<file path="src/rtl/draw_sequencer_pkg.sv">
// Shared types and constants for the draw sequencer block.
// Build option DRAW_SEQ_CLEAR_EN adds the CLEAR state to the state enum.
package draw_pkg;

    localparam int COORD_W   = 10;
    localparam int COLOR_W   = 3;
    localparam int DEF_H_RES = 320;
    localparam int DEF_V_RES = 240;

    typedef enum logic [2:0] {
        S_IDLE  = 3'd0,
        S_ISSUE = 3'd1,
        S_WAIT  = 3'd2,
        S_DONE  = 3'd3
`ifdef DRAW_SEQ_CLEAR_EN
        ,
        S_CLEAR = 3'd4
`endif
    } state_e;

    // Width of an index into n items, never narrower than one bit
    function automatic int idx_width(input int n);
        return (n > 1) ? $clog2(n) : 1;
    endfunction

endpackage

</file>
<file path="src/rtl/draw_sequencer_if.sv">
// Bundle of drawer-side, host-side and VGA-side signals of the draw sequencer.
// The master modport is the sequencer; the slave modport is its environment
// (host, drawers and VGA adapter).
interface draw_sequencer_if #(
    parameter int N_DRAWERS = 4
);
    import draw_pkg::*;

    logic                           frame_start;
    logic [N_DRAWERS-1:0]           enable;
    logic [N_DRAWERS-1:0]           plot;
    logic [N_DRAWERS*COORD_W-1:0]   drawer_x;
    logic [N_DRAWERS*COORD_W-1:0]   drawer_y;
    logic [N_DRAWERS-1:0]           drawer_we;
    logic [N_DRAWERS*COLOR_W-1:0]   drawer_color;
    logic [N_DRAWERS-1:0]           drawer_done;
    logic [COORD_W-1:0]             x;
    logic [COORD_W-1:0]             y;
    logic                           writeEn;
    logic [COLOR_W-1:0]             color;
    logic                           busy;
    logic                           frame_done;
    logic                           timeout_err;

    modport master (
        input  frame_start, enable, drawer_x, drawer_y, drawer_we,
               drawer_color, drawer_done,
        output plot, x, y, writeEn, color, busy, frame_done, timeout_err
    );

    modport slave (
        output frame_start, enable, drawer_x, drawer_y, drawer_we,
               drawer_color, drawer_done,
        input  plot, x, y, writeEn, color, busy, frame_done, timeout_err
    );

endinterface

</file>
<file path="src/rtl/draw_sequencer_priority_pick.sv">
// Masked lowest-set-bit finder: returns the lowest set bit of req_i whose
// position is at or above ptr_i, or raises none_o when no such bit exists.
module draw_priority_pick #(
    parameter int N     = 4,
    parameter int PTR_W = 3,
    parameter int IDX_W = 2
) (
    input  logic [N-1:0]     req_i,
    input  logic [PTR_W-1:0] ptr_i,
    output logic [IDX_W-1:0] idx_o,
    output logic             none_o
);

    // Scan downwards so the lowest qualifying bit is the last one to win
    always_comb begin
        idx_o  = '0;
        none_o = 1'b1;
        for (int i = N - 1; i >= 0; i--) begin
            if (req_i[i] && (i >= int'(ptr_i))) begin
                idx_o  = IDX_W'(i);
                none_o = 1'b0;
            end else begin
                idx_o  = idx_o;
                none_o = none_o;
            end
        end
    end

endmodule

</file>
<file path="src/rtl/draw_sequencer.sv">
// Frame sequencer: starts each enabled sprite drawer in turn, routes the
// selected drawer's pixel stream to the VGA adapter and abandons a drawer
// that does not finish within WAIT_LIMIT cycles.
// Build option DRAW_SEQ_CLEAR_EN: raster-clear the screen with CLEAR_COLOR
// before the drawers run.
module draw_sequencer #(
    parameter int                           N_DRAWERS   = 4,
    parameter int                           H_RES       = draw_pkg::DEF_H_RES,
    parameter int                           V_RES       = draw_pkg::DEF_V_RES,
    parameter logic [draw_pkg::COLOR_W-1:0] CLEAR_COLOR = 3'b000,
    parameter int                           WAIT_LIMIT  = 1024
) (
    input  logic             clk,
    input  logic             reset_n,
    draw_sequencer_if.master bus
);
    import draw_pkg::*;

    localparam int IDX_W  = idx_width(N_DRAWERS);
    // The scan pointer must be able to point one past the last drawer
    localparam int PTR_W  = $clog2(N_DRAWERS + 1);
    localparam int WCNT_W = $clog2(WAIT_LIMIT + 1);
    localparam logic [WCNT_W-1:0] WCNT_LAST = WCNT_W'(WAIT_LIMIT - 1);

    state_e               state_q;
    state_e               state_d;
    logic [N_DRAWERS-1:0] en_q;
    logic [PTR_W-1:0]     ptr_q;
    logic [IDX_W-1:0]     idx_q;
    logic [WCNT_W-1:0]    wcnt_q;
    logic                 timeout_q;

    logic [IDX_W-1:0]     pick_idx_s;
    logic                 pick_none_s;
    logic                 sel_done_s;
    logic                 wait_expired_s;

`ifdef DRAW_SEQ_CLEAR_EN
    logic [COORD_W-1:0]   cx_q;
    logic [COORD_W-1:0]   cy_q;
    logic                 clear_last_s;

    assign clear_last_s = (cx_q == COORD_W'(H_RES - 1)) &&
                          (cy_q == COORD_W'(V_RES - 1));
`endif

    draw_priority_pick #(
        .N     (N_DRAWERS),
        .PTR_W (PTR_W),
        .IDX_W (IDX_W)
    ) u_pick (
        .req_i  (en_q),
        .ptr_i  (ptr_q),
        .idx_o  (pick_idx_s),
        .none_o (pick_none_s)
    );

    // Only the selected drawer's completion flag is considered
    assign sel_done_s     = bus.drawer_done[idx_q];
    assign wait_expired_s = (wcnt_q == WCNT_LAST);
    assign bus.timeout_err = timeout_q;

    // State register; reset abandons any frame in flight
    always_ff @(posedge clk or negedge reset_n) begin
        if (!reset_n) begin
            state_q <= S_IDLE;
        end else begin
            state_q <= state_d;
        end
    end

    // Next-state decode; frame_start only matters in IDLE
    always_comb begin
        state_d = state_q;
        case (state_q)
            S_IDLE: begin
                if (bus.frame_start) begin
`ifdef DRAW_SEQ_CLEAR_EN
                    state_d = S_CLEAR;
`else
                    state_d = S_ISSUE;
`endif
                end else begin
                    state_d = S_IDLE;
                end
            end
`ifdef DRAW_SEQ_CLEAR_EN
            S_CLEAR: begin
                if (clear_last_s) begin
                    state_d = S_ISSUE;
                end else begin
                    state_d = S_CLEAR;
                end
            end
`endif
            S_ISSUE: begin
                if (pick_none_s) begin
                    state_d = S_DONE;
                end else begin
                    state_d = S_WAIT;
                end
            end
            S_WAIT: begin
                if (sel_done_s || wait_expired_s) begin
                    state_d = S_ISSUE;
                end else begin
                    state_d = S_WAIT;
                end
            end
            S_DONE:  state_d = S_IDLE;
            default: state_d = S_IDLE;
        endcase
    end

    // Frame bookkeeping: enable snapshot, scan pointer, wait counter, error flag
    always_ff @(posedge clk or negedge reset_n) begin
        if (!reset_n) begin
            en_q      <= '0;
            ptr_q     <= '0;
            idx_q     <= '0;
            wcnt_q    <= '0;
            timeout_q <= 1'b0;
`ifdef DRAW_SEQ_CLEAR_EN
            cx_q      <= '0;
            cy_q      <= '0;
`endif
        end else begin
            case (state_q)
                S_IDLE: begin
                    if (bus.frame_start) begin
                        en_q      <= bus.enable;
                        ptr_q     <= '0;
                        wcnt_q    <= '0;
                        timeout_q <= 1'b0;
`ifdef DRAW_SEQ_CLEAR_EN
                        cx_q      <= '0;
                        cy_q      <= '0;
`endif
                    end
                end
`ifdef DRAW_SEQ_CLEAR_EN
                S_CLEAR: begin
                    if (cx_q == COORD_W'(H_RES - 1)) begin
                        cx_q <= '0;
                        if (cy_q == COORD_W'(V_RES - 1)) begin
                            cy_q <= '0;
                        end else begin
                            cy_q <= cy_q + COORD_W'(1);
                        end
                    end else begin
                        cx_q <= cx_q + COORD_W'(1);
                    end
                end
`endif
                S_ISSUE: begin
                    if (!pick_none_s) begin
                        idx_q  <= pick_idx_s;
                        wcnt_q <= '0;
                    end
                end
                S_WAIT: begin
                    // Completion wins over a simultaneous timeout
                    if (sel_done_s) begin
                        ptr_q <= PTR_W'(idx_q) + PTR_W'(1);
                    end else if (wait_expired_s) begin
                        ptr_q     <= PTR_W'(idx_q) + PTR_W'(1);
                        timeout_q <= 1'b1;
                    end else begin
                        wcnt_q <= wcnt_q + WCNT_W'(1);
                    end
                end
                default: begin
                end
            endcase
        end
    end

    // Output decode; pixel bus is live only while clearing or waiting on a drawer
    always_comb begin
        bus.plot       = '0;
        bus.x          = '0;
        bus.y          = '0;
        bus.writeEn    = 1'b0;
        bus.color      = '0;
        bus.busy       = (state_q != S_IDLE);
        bus.frame_done = 1'b0;
        case (state_q)
`ifdef DRAW_SEQ_CLEAR_EN
            S_CLEAR: begin
                bus.x       = cx_q;
                bus.y       = cy_q;
                bus.writeEn = 1'b1;
                bus.color   = CLEAR_COLOR;
            end
`endif
            S_ISSUE: begin
                if (!pick_none_s) begin
                    bus.plot[pick_idx_s] = 1'b1;
                end else begin
                    bus.plot = '0;
                end
            end
            S_WAIT: begin
                bus.x       = bus.drawer_x[idx_q*COORD_W +: COORD_W];
                bus.y       = bus.drawer_y[idx_q*COORD_W +: COORD_W];
                bus.writeEn = bus.drawer_we[idx_q];
                bus.color   = bus.drawer_color[idx_q*COLOR_W +: COLOR_W];
            end
            S_DONE: begin
                bus.frame_done = 1'b1;
            end
            default: begin
                bus.frame_done = 1'b0;
            end
        endcase
    end

endmodule

</file>
<file path="src/flat_wrapper.sv">
// flat-port wrapper written by rule: the top's interface ports become plain ports
module draw_sequencer_flat import draw_pkg::*;
#(
    parameter int                           N_DRAWERS   = 4,
    parameter int                           H_RES       = draw_pkg::DEF_H_RES,
    parameter int                           V_RES       = draw_pkg::DEF_V_RES,
    parameter logic [draw_pkg::COLOR_W-1:0] CLEAR_COLOR = 3'b000,
    parameter int                           WAIT_LIMIT  = 1024
)
  (clk, reset_n, bus_frame_start, bus_enable, bus_drawer_x, bus_drawer_y, bus_drawer_we, bus_drawer_color, bus_drawer_done, bus_plot, bus_x, bus_y, bus_writeEn, bus_color, bus_busy, bus_frame_done, bus_timeout_err);
  draw_sequencer_if #(.N_DRAWERS(N_DRAWERS)) bus_i ();
  input  logic clk;
  input  logic reset_n;
  input wire logic [$bits(bus_i.frame_start)-1:0] bus_frame_start;
  input wire logic [$bits(bus_i.enable)-1:0] bus_enable;
  input wire logic [$bits(bus_i.drawer_x)-1:0] bus_drawer_x;
  input wire logic [$bits(bus_i.drawer_y)-1:0] bus_drawer_y;
  input wire logic [$bits(bus_i.drawer_we)-1:0] bus_drawer_we;
  input wire logic [$bits(bus_i.drawer_color)-1:0] bus_drawer_color;
  input wire logic [$bits(bus_i.drawer_done)-1:0] bus_drawer_done;
  output wire logic [$bits(bus_i.plot)-1:0] bus_plot;
  output wire logic [$bits(bus_i.x)-1:0] bus_x;
  output wire logic [$bits(bus_i.y)-1:0] bus_y;
  output wire logic [$bits(bus_i.writeEn)-1:0] bus_writeEn;
  output wire logic [$bits(bus_i.color)-1:0] bus_color;
  output wire logic [$bits(bus_i.busy)-1:0] bus_busy;
  output wire logic [$bits(bus_i.frame_done)-1:0] bus_frame_done;
  output wire logic [$bits(bus_i.timeout_err)-1:0] bus_timeout_err;
  assign bus_i.frame_start = bus_frame_start;
  assign bus_i.enable = bus_enable;
  assign bus_i.drawer_x = bus_drawer_x;
  assign bus_i.drawer_y = bus_drawer_y;
  assign bus_i.drawer_we = bus_drawer_we;
  assign bus_i.drawer_color = bus_drawer_color;
  assign bus_i.drawer_done = bus_drawer_done;
  assign bus_plot = bus_i.plot;
  assign bus_x = bus_i.x;
  assign bus_y = bus_i.y;
  assign bus_writeEn = bus_i.writeEn;
  assign bus_color = bus_i.color;
  assign bus_busy = bus_i.busy;
  assign bus_frame_done = bus_i.frame_done;
  assign bus_timeout_err = bus_i.timeout_err;
  draw_sequencer #(.N_DRAWERS(N_DRAWERS), .H_RES(H_RES), .V_RES(V_RES), .CLEAR_COLOR(CLEAR_COLOR), .WAIT_LIMIT(WAIT_LIMIT)) u_core (.clk(clk), .reset_n(reset_n), .bus(bus_i));
endmodule
</file>
<file path="config.mk">
export PLATFORM = sky130hd
export DESIGN_NAME = draw_sequencer_flat
export DESIGN_NICKNAME = d
export VERILOG_FILES = /design/src/rtl/draw_sequencer_pkg.sv /design/src/rtl/draw_sequencer_if.sv /design/src/rtl/draw_sequencer_priority_pick.sv /design/src/rtl/draw_sequencer.sv /design/src/flat_wrapper.sv
export SDC_FILE = /design/constraint.sdc
export NUM_CORES = 1
export LEC_CHECK = 0
export BUFFER_PORTS_ARGS = -buffer_cell sky130_fd_sc_hd__buf_2
export CELL_PAD_IN_SITES_DETAIL_PLACEMENT = 1
export CELL_PAD_IN_SITES_GLOBAL_PLACEMENT = 1
export CORE_MARGIN = 1.5
export CORE_UTILIZATION = 32
export DETAILED_ROUTE_END_ITERATION = 7
export PLACE_DENSITY_LB_ADDON = 0.12
export SLEW_MARGIN = 10
export SYNTH_ARGS = -nofsm -noshare
export SYNTH_HDL_FRONTEND = slang
export SYNTH_SLANG_ARGS = --single-unit
export TNS_END_PERCENT = 50
</file>
<file path="constraint.sdc">
create_clock -name clk -period 2.75 [get_ports clk]
set_input_delay 0.1375 -clock clk [delete_from_list [all_inputs] [get_ports clk]]
set_output_delay 0.1375 -clock clk [all_outputs]
set_load 0.1 [all_outputs]
</file>
=== Word level (Yosys, flattened, before mapping) ===
Index checks and enable logic that the tools add are counted.

* Bits in writable memories: 0
* Latch bits: 0
* Memories kept: 0
* ROM bits: 0
* Register bits after elaboration: 24
* Output and inout port bits: 31
* Word-level logic and storage cells: 84
* Input bits: 107

* Bitwise operators: 1
* Multiply operators: 2
* Reductions and logical operators: 15
* Mux-type cells: 38
* Shifts and indexed selects: 3
* Div/mod/pow operators: 0
* Magnitude comparators: 7
* Add/sub/neg operators: 2
* Eq/ne operators: 10

{| class="wikitable"
|+ Operators with widths
! kind !! number
|-
| indexed part select 40 x 7 -> 10 bit || 2
|-
| 2-to-1 mux 11 bit || 4
|-
| one-hot mux 11 bit (3 select lines) || 1
|-
| 2-to-1 mux 10 bit || 2
|-
| 2-to-1 mux 1 bit || 14
|-
| 2-to-1 mux 3 bit || 4
|-
| indexed part select 12 x 5 -> 3 bit || 1
|-
| adder 11 x 1 -> 11 bit (second input constant) || 1
|-
| == test 11 x 10 -> 1 bit (second input constant) || 1
|-
| 2-to-1 mux 2 bit || 5
|-
| one-hot mux 3 bit (3 select lines) || 1
|-
| 2-to-1 mux 4 bit || 2
|-
| inequality test 2 bit (second input constant) || 4
|-
| == test 3 x 2 -> 1 bit (second input constant) || 2
|-
| >= comparator 1 x 3 -> 1 bit (first input constant) || 2
|-
| >= comparator 2 x 3 -> 1 bit (first input constant) || 2
|-
| < comparator 2 x 3 -> 1 bit (second input constant) || 2
|-
| one-hot mux 3 bit (2 select lines) || 1
|-
| nonzero test 3 bit || 2
|-
| logical AND 1 bit || 5
|-
| multiplier 2 x 3 -> 5 bit (second input constant) || 1
|-
| AND reduction 5 bit || 1
|-
| binary-select mux 1 bit (select 2 bit) || 2
|-
| multiplier 2 x 2 -> 4 bit (second input constant) || 1
|-
| 14 further kinds || 15
|}

=== Depth between registers and ports, before layout ===
* Depth in word-level cells: 12
* Depth in mapped cells: 7
* Mapped depth without buffers: 6

=== By module ===
From an unflattened synthesis, not the netlist that was laid out.

* Cell total of the unflattened synthesis: 188
* Area total of the unflattened synthesis: 1993.2 um2

{| class="wikitable"
|+ Modules (own cells, without submodules)
! module !! times used !! area each (um2) !! cells each
|-
| draw_sequencer || 1 || 1925.6 || 177
|-
| draw_priority_pick || 1 || 67.6 || 11
|}

=== Worst setup path before layout ===
OpenSTA, ideal clock, no wires.

* Path type: flip-flop to output port
* Start: register u_core.state_q[1]
* End: output port bus_plot[1]
* Data required time: 2.612 ns
* Buffers on the path: 0
* Data arrival time: 2.752 ns
* Setup slack: -0.139 ns
* Stages on the path, launching flop included: 3
* Cell sequence: dfrtp_1 > nand2b_1 > nor3_1

* Word-level cells in the longest chain between the ends: 2

{| class="wikitable"
|+ Ends and longest elaborated chain
! what !! line !! text
|-
| from (decl) || draw_sequencer.sv:25 || <nowiki>state_e state_q;</nowiki>
|-
| from (signal assigned) || draw_sequencer.sv:68 || <nowiki>state_q <= state_d;</nowiki>
|-
| == test 3 x 1 -> 1 bit || draw_sequencer.sv:187 || <nowiki>case (state_q)</nowiki>
|-
| 2-to-1 mux 4 bit || draw_sequencer.sv:187 ||
|-
| to (decl) || flat_wrapper.sv:21 || <nowiki>output wire logic [$bits(bus_i.plot)-1:0] bus_plot;</nowiki>
|}

Every way passes these cells.

=== Worst setup path after layout ===
* Start: register u_core.idx_q[0]
* End: output port bus_x[8]

* Word-level cells in the longest chain between the ends: 3

{| class="wikitable"
|+ Ends and longest elaborated chain
! what !! line !! text
|-
| from (decl) || draw_sequencer.sv:29 || <nowiki>logic [IDX_W-1:0] idx_q;</nowiki>
|-
| from (signal assigned) || draw_sequencer.sv:157 || <nowiki>idx_q <= pick_idx_s;</nowiki>
|-
| multiplier 2 x 3 -> 5 bit || draw_sequencer.sv:204 || <nowiki>bus.x = bus.drawer_x[idx_q*COORD_W +: COORD_W];</nowiki>
|-
| indexed part select 40 x 7 -> 10 bit || draw_sequencer.sv:204 ||
|-
| 2-to-1 mux 10 bit || draw_sequencer.sv:187 ||
|-
| to (decl) || flat_wrapper.sv:22 || <nowiki>output wire logic [$bits(bus_i.x)-1:0] bus_x;</nowiki>
|}

Every way passes these cells.

==> flow_metrics.tcl <==
set metrics [dict create \
    cts_tree "yes" \
    netlist_area_mm2 0.002021 \
    synth_seq_cells 23 \
    ys_async_sr_fraction 1.000 \
    tns_ps 0 \
    die_h_um 82.47 \
    ys.flop_type "dfrtp_1" \
    setup_viol 0 \
    clk_pin_slew_ps 90 \
    io_pins 138 \
    num_vias 2094 \
    antenna_found_initial 0 \
    firstDrtPassIters 4 \
    maxSlewViolCount 0 \
    cts-root-buf "clkbuf_8" \
    intPower_mw 1.312 \
    clockBufferDepth 2 \
    grt_pass1_wl_um 10560 \
    fp-row-count 28 \
    via_per_inst 5.288 \
    synth_area_leaders "dfrtp_1, mux4_2, and2_1" \
    max_freq_mhz 481.4 \
    synth_top_area_cell "dfrtp_1" \
    layout_min_cycle_time_ps 2077 \
    grt_setup_unrepaired "false" \
    p_seq_frac 0.163 \
    drive_gt1_frac 0.5701 \
    crit_path_start_kind "flip-flop" \
    numCtsBuffers 3 \
    period_share 0.7554 \
    numPortBuffers 137 \
    end_kind "output port" \
    clkPwrFrac 0.066 \
    fp.dieW_um 82.47 \
    track_usage 0.2031 \
    postCtsSetupBuffers 0 \
    fin_nets 431 \
    grt_pass1_vias 2153 \
    fin_ws_ps 672.6 \
    drv_cap 0 \
    grt_max_degree 32 \
    worst_slew_pin_slew_ps 607.0 \
    gp_congestion 0.7568 \
    antenna_cells 0 \
    p_leak_nw 1.408 \
    wire_per_inst_um 17.73 \
    dp_hpwl_um 5769 \
    switching_power_mw 1.998 \
    synth_top_area_frac 0.2848 \
    critPathMaxFanout 14 \
    pwr-share-comb 0.771 \
    drt-total-wl_um 7023 \
    initial_core_util 0.3353 \
    synth_edf_count 0 \
    grt-ovfl-total 0 \
    p_sw_frac 0.6037 \
    syn_avg_cell_area_um2 10.81 \
    cp.required_ps 2610 \
    area_delta_synth_final_pct 40.74 \
    drtIter0Drc 52 \
    synth_nets 296 \
    peakVddDrop_uv 584.7 \
    clk_latency_ps 270 \
    die-area_mm2 0.006800 \
    clock-sinks 23 \
    cts_max_level 1 \
    drc 0 \
    final_core_util 0.4720 \
    p_per_area_mw_per_mm2 1164 \
    worst_clock_skew_ps 2.447 \
    arrival_ps 1940 \
    synth_cell_types 48 \
    post-place-ws_ps 716.9 \
    syn_inst 187 \
    min_path_type "primary input to flip-flop" \
    ant_nets 0 \
    ys_warn_count 0 \
    final-hold-violation-count 0 \
    hold_ws_ps 79.37 \
    criticalPathCategory "flip-flop to output port" \
    core_area_mm2 0.006026 \
    status "finished clean" \
    relSlewSlack 0.5926 \
    synth-seq-area-share 0.2848 \
]
## logic make-up (layout without fill, tap and decap cells)
group           count (synthesis)  after routing  synth area share
simple gates                   74             74            0.2074
mux                            30             30            0.3059
buf+inv                        17            151           0.04024
compound gates                 41             41            0.1492
flops                          23             23            0.2848
fa+ha+maj                       2              2           0.01238
## cells in the final DEF (no fill, tap or decap), types with 2 or more instances in the layout
cell / instances
nor3_1: 3
ha_1: 2
inv_1: 5
clkbuf_8: 3
mux2_2: 4
a31oi_1: 6
o211ai_1: 2
and2_1: 27
a221o_1: 2
nor3b_1: 2
nand2_1: 10
nor2b_1: 4
nand3_1: 3
a41oi_1: 2
nor2_1: 9
buf_2: 136
mux4_2: 25
and3_1: 5
nand2b_1: 3
o21bai_1: 3
dfrtp_1: 22
o21ai_0: 6
a31o_2: 3
buf_4: 4
a21oi_1: 3
a32o_1: 2
## power by group through the flow
| stage | Combinational (mW) | Clock [mW] | Sequential (mW) |
|---|---|---|---|
| finish | 2.55 | 0.219 | 0.538 |
| global route | 2.74 | 0.242 | 0.557 |
| CTS | 2.57 | 0.229 | 0.539 |
| detailed placement | 2.57 | 0 | 0.545 |
| global placement | 2.55 | 0 | 0.540 |
| floorplan | 2.15 | 0 | 0.510 |
## cell type report
cell class	count	area, µm²
timing repair buffer	142	740.7
fill	754	3182
sequential	23	576.8
clock buffer	4	45.04
tap	75	93.84
multi-input combinational	147	1369
inverter	5	18.77
## sequential cells by signal, summed over array words and instances (netlist names)
| register | cells |
|---|---|
| u_core.bus.timeout_err | 1 |
| u_core.en_q | 4 |
| u_core.idx_q | 2 |
| u_core.ptr_q | 3 |
| u_core.state_q | 2 |
| u_core.wcnt_q | 11 |
## metal layers
| metal | vias up | part of all wire | global-route usage |
|---|---|---|---|
| met5 | - | 0 | 0 |
| met4 | 0 | 0.0047 | 0.01356 |
| met3 | 4 | 0.042 | 0.04176 |
| met2 | 61 | 0.55 | 0.3593 |
| met1 | 1035 | 0.40 | 0.2657 |
| li1 | 994 | - | - |
## Yosys cell counts, types with 3 or more instances
cell type  number
a21oi_1         3
a31o_2          3
a31oi_1         6
and2_1         27
and3_1          5
buf_2           5
clkbuf_1        4
dfrtp_1        23
inv_1           5
mux2_2          4
mux4_2         25
nand2_1        10
nand2b_1        3
nand3_1         3
nor2_1          9
nor2b_1         4
nor3_1          4
o21ai_0         6
o21bai_1        3
## timing repair
action                                 4_1_cts  5_1_grt
endpoints found under the hold margin       23        0
resized for setup                            0        0
hold buffers                                 1        0
## through the flow
stage	cells	area, µm²	total power, mW
after CTS	396	2844	3.342
after global placement	391	2789	3.086
after global routing	396	2844	3.535
after floorplan	187	2026	2.656
final	396	2844	3.310
after detailed placement	391	2789	3.115
## critical path, stage by stage, from the launching register on
cell,delay [ps]
dfrtp_2,390
buf_4,280
mux4_2,520
and2_1,180
buf_2,290
## path summary, 6_finish.rpt
path | startpoint | end | slack, ps | depth (start not counted)
max | u_core.idx_q[0]$_DFFE_PN0P_ | bus_x[8] | 670 | 4
min | bus_enable[3] | u_core.en_q[3]$_DFFE_PN0P_ | 80 | 3
max reg2reg | u_core.state_q[1]$_DFF_PN0_ | u_core.wcnt_q[8]$_DFFE_PN0P_ | 710 | 4
min reg2reg | u_core.bus.timeout_err$_DFFE_PN0P_ | u_core.bus.timeout_err$_DFFE_PN0P_ | 510 | 2
max in group asynchronous | reset_n | u_core.idx_q[0]$_DFFE_PN0P_ | 1960 | 2
min in group asynchronous | reset_n | u_core.wcnt_q[3]$_DFFE_PN0P_ | 380 | 2
Note: power is estimated with default switching activity, not from simulation.
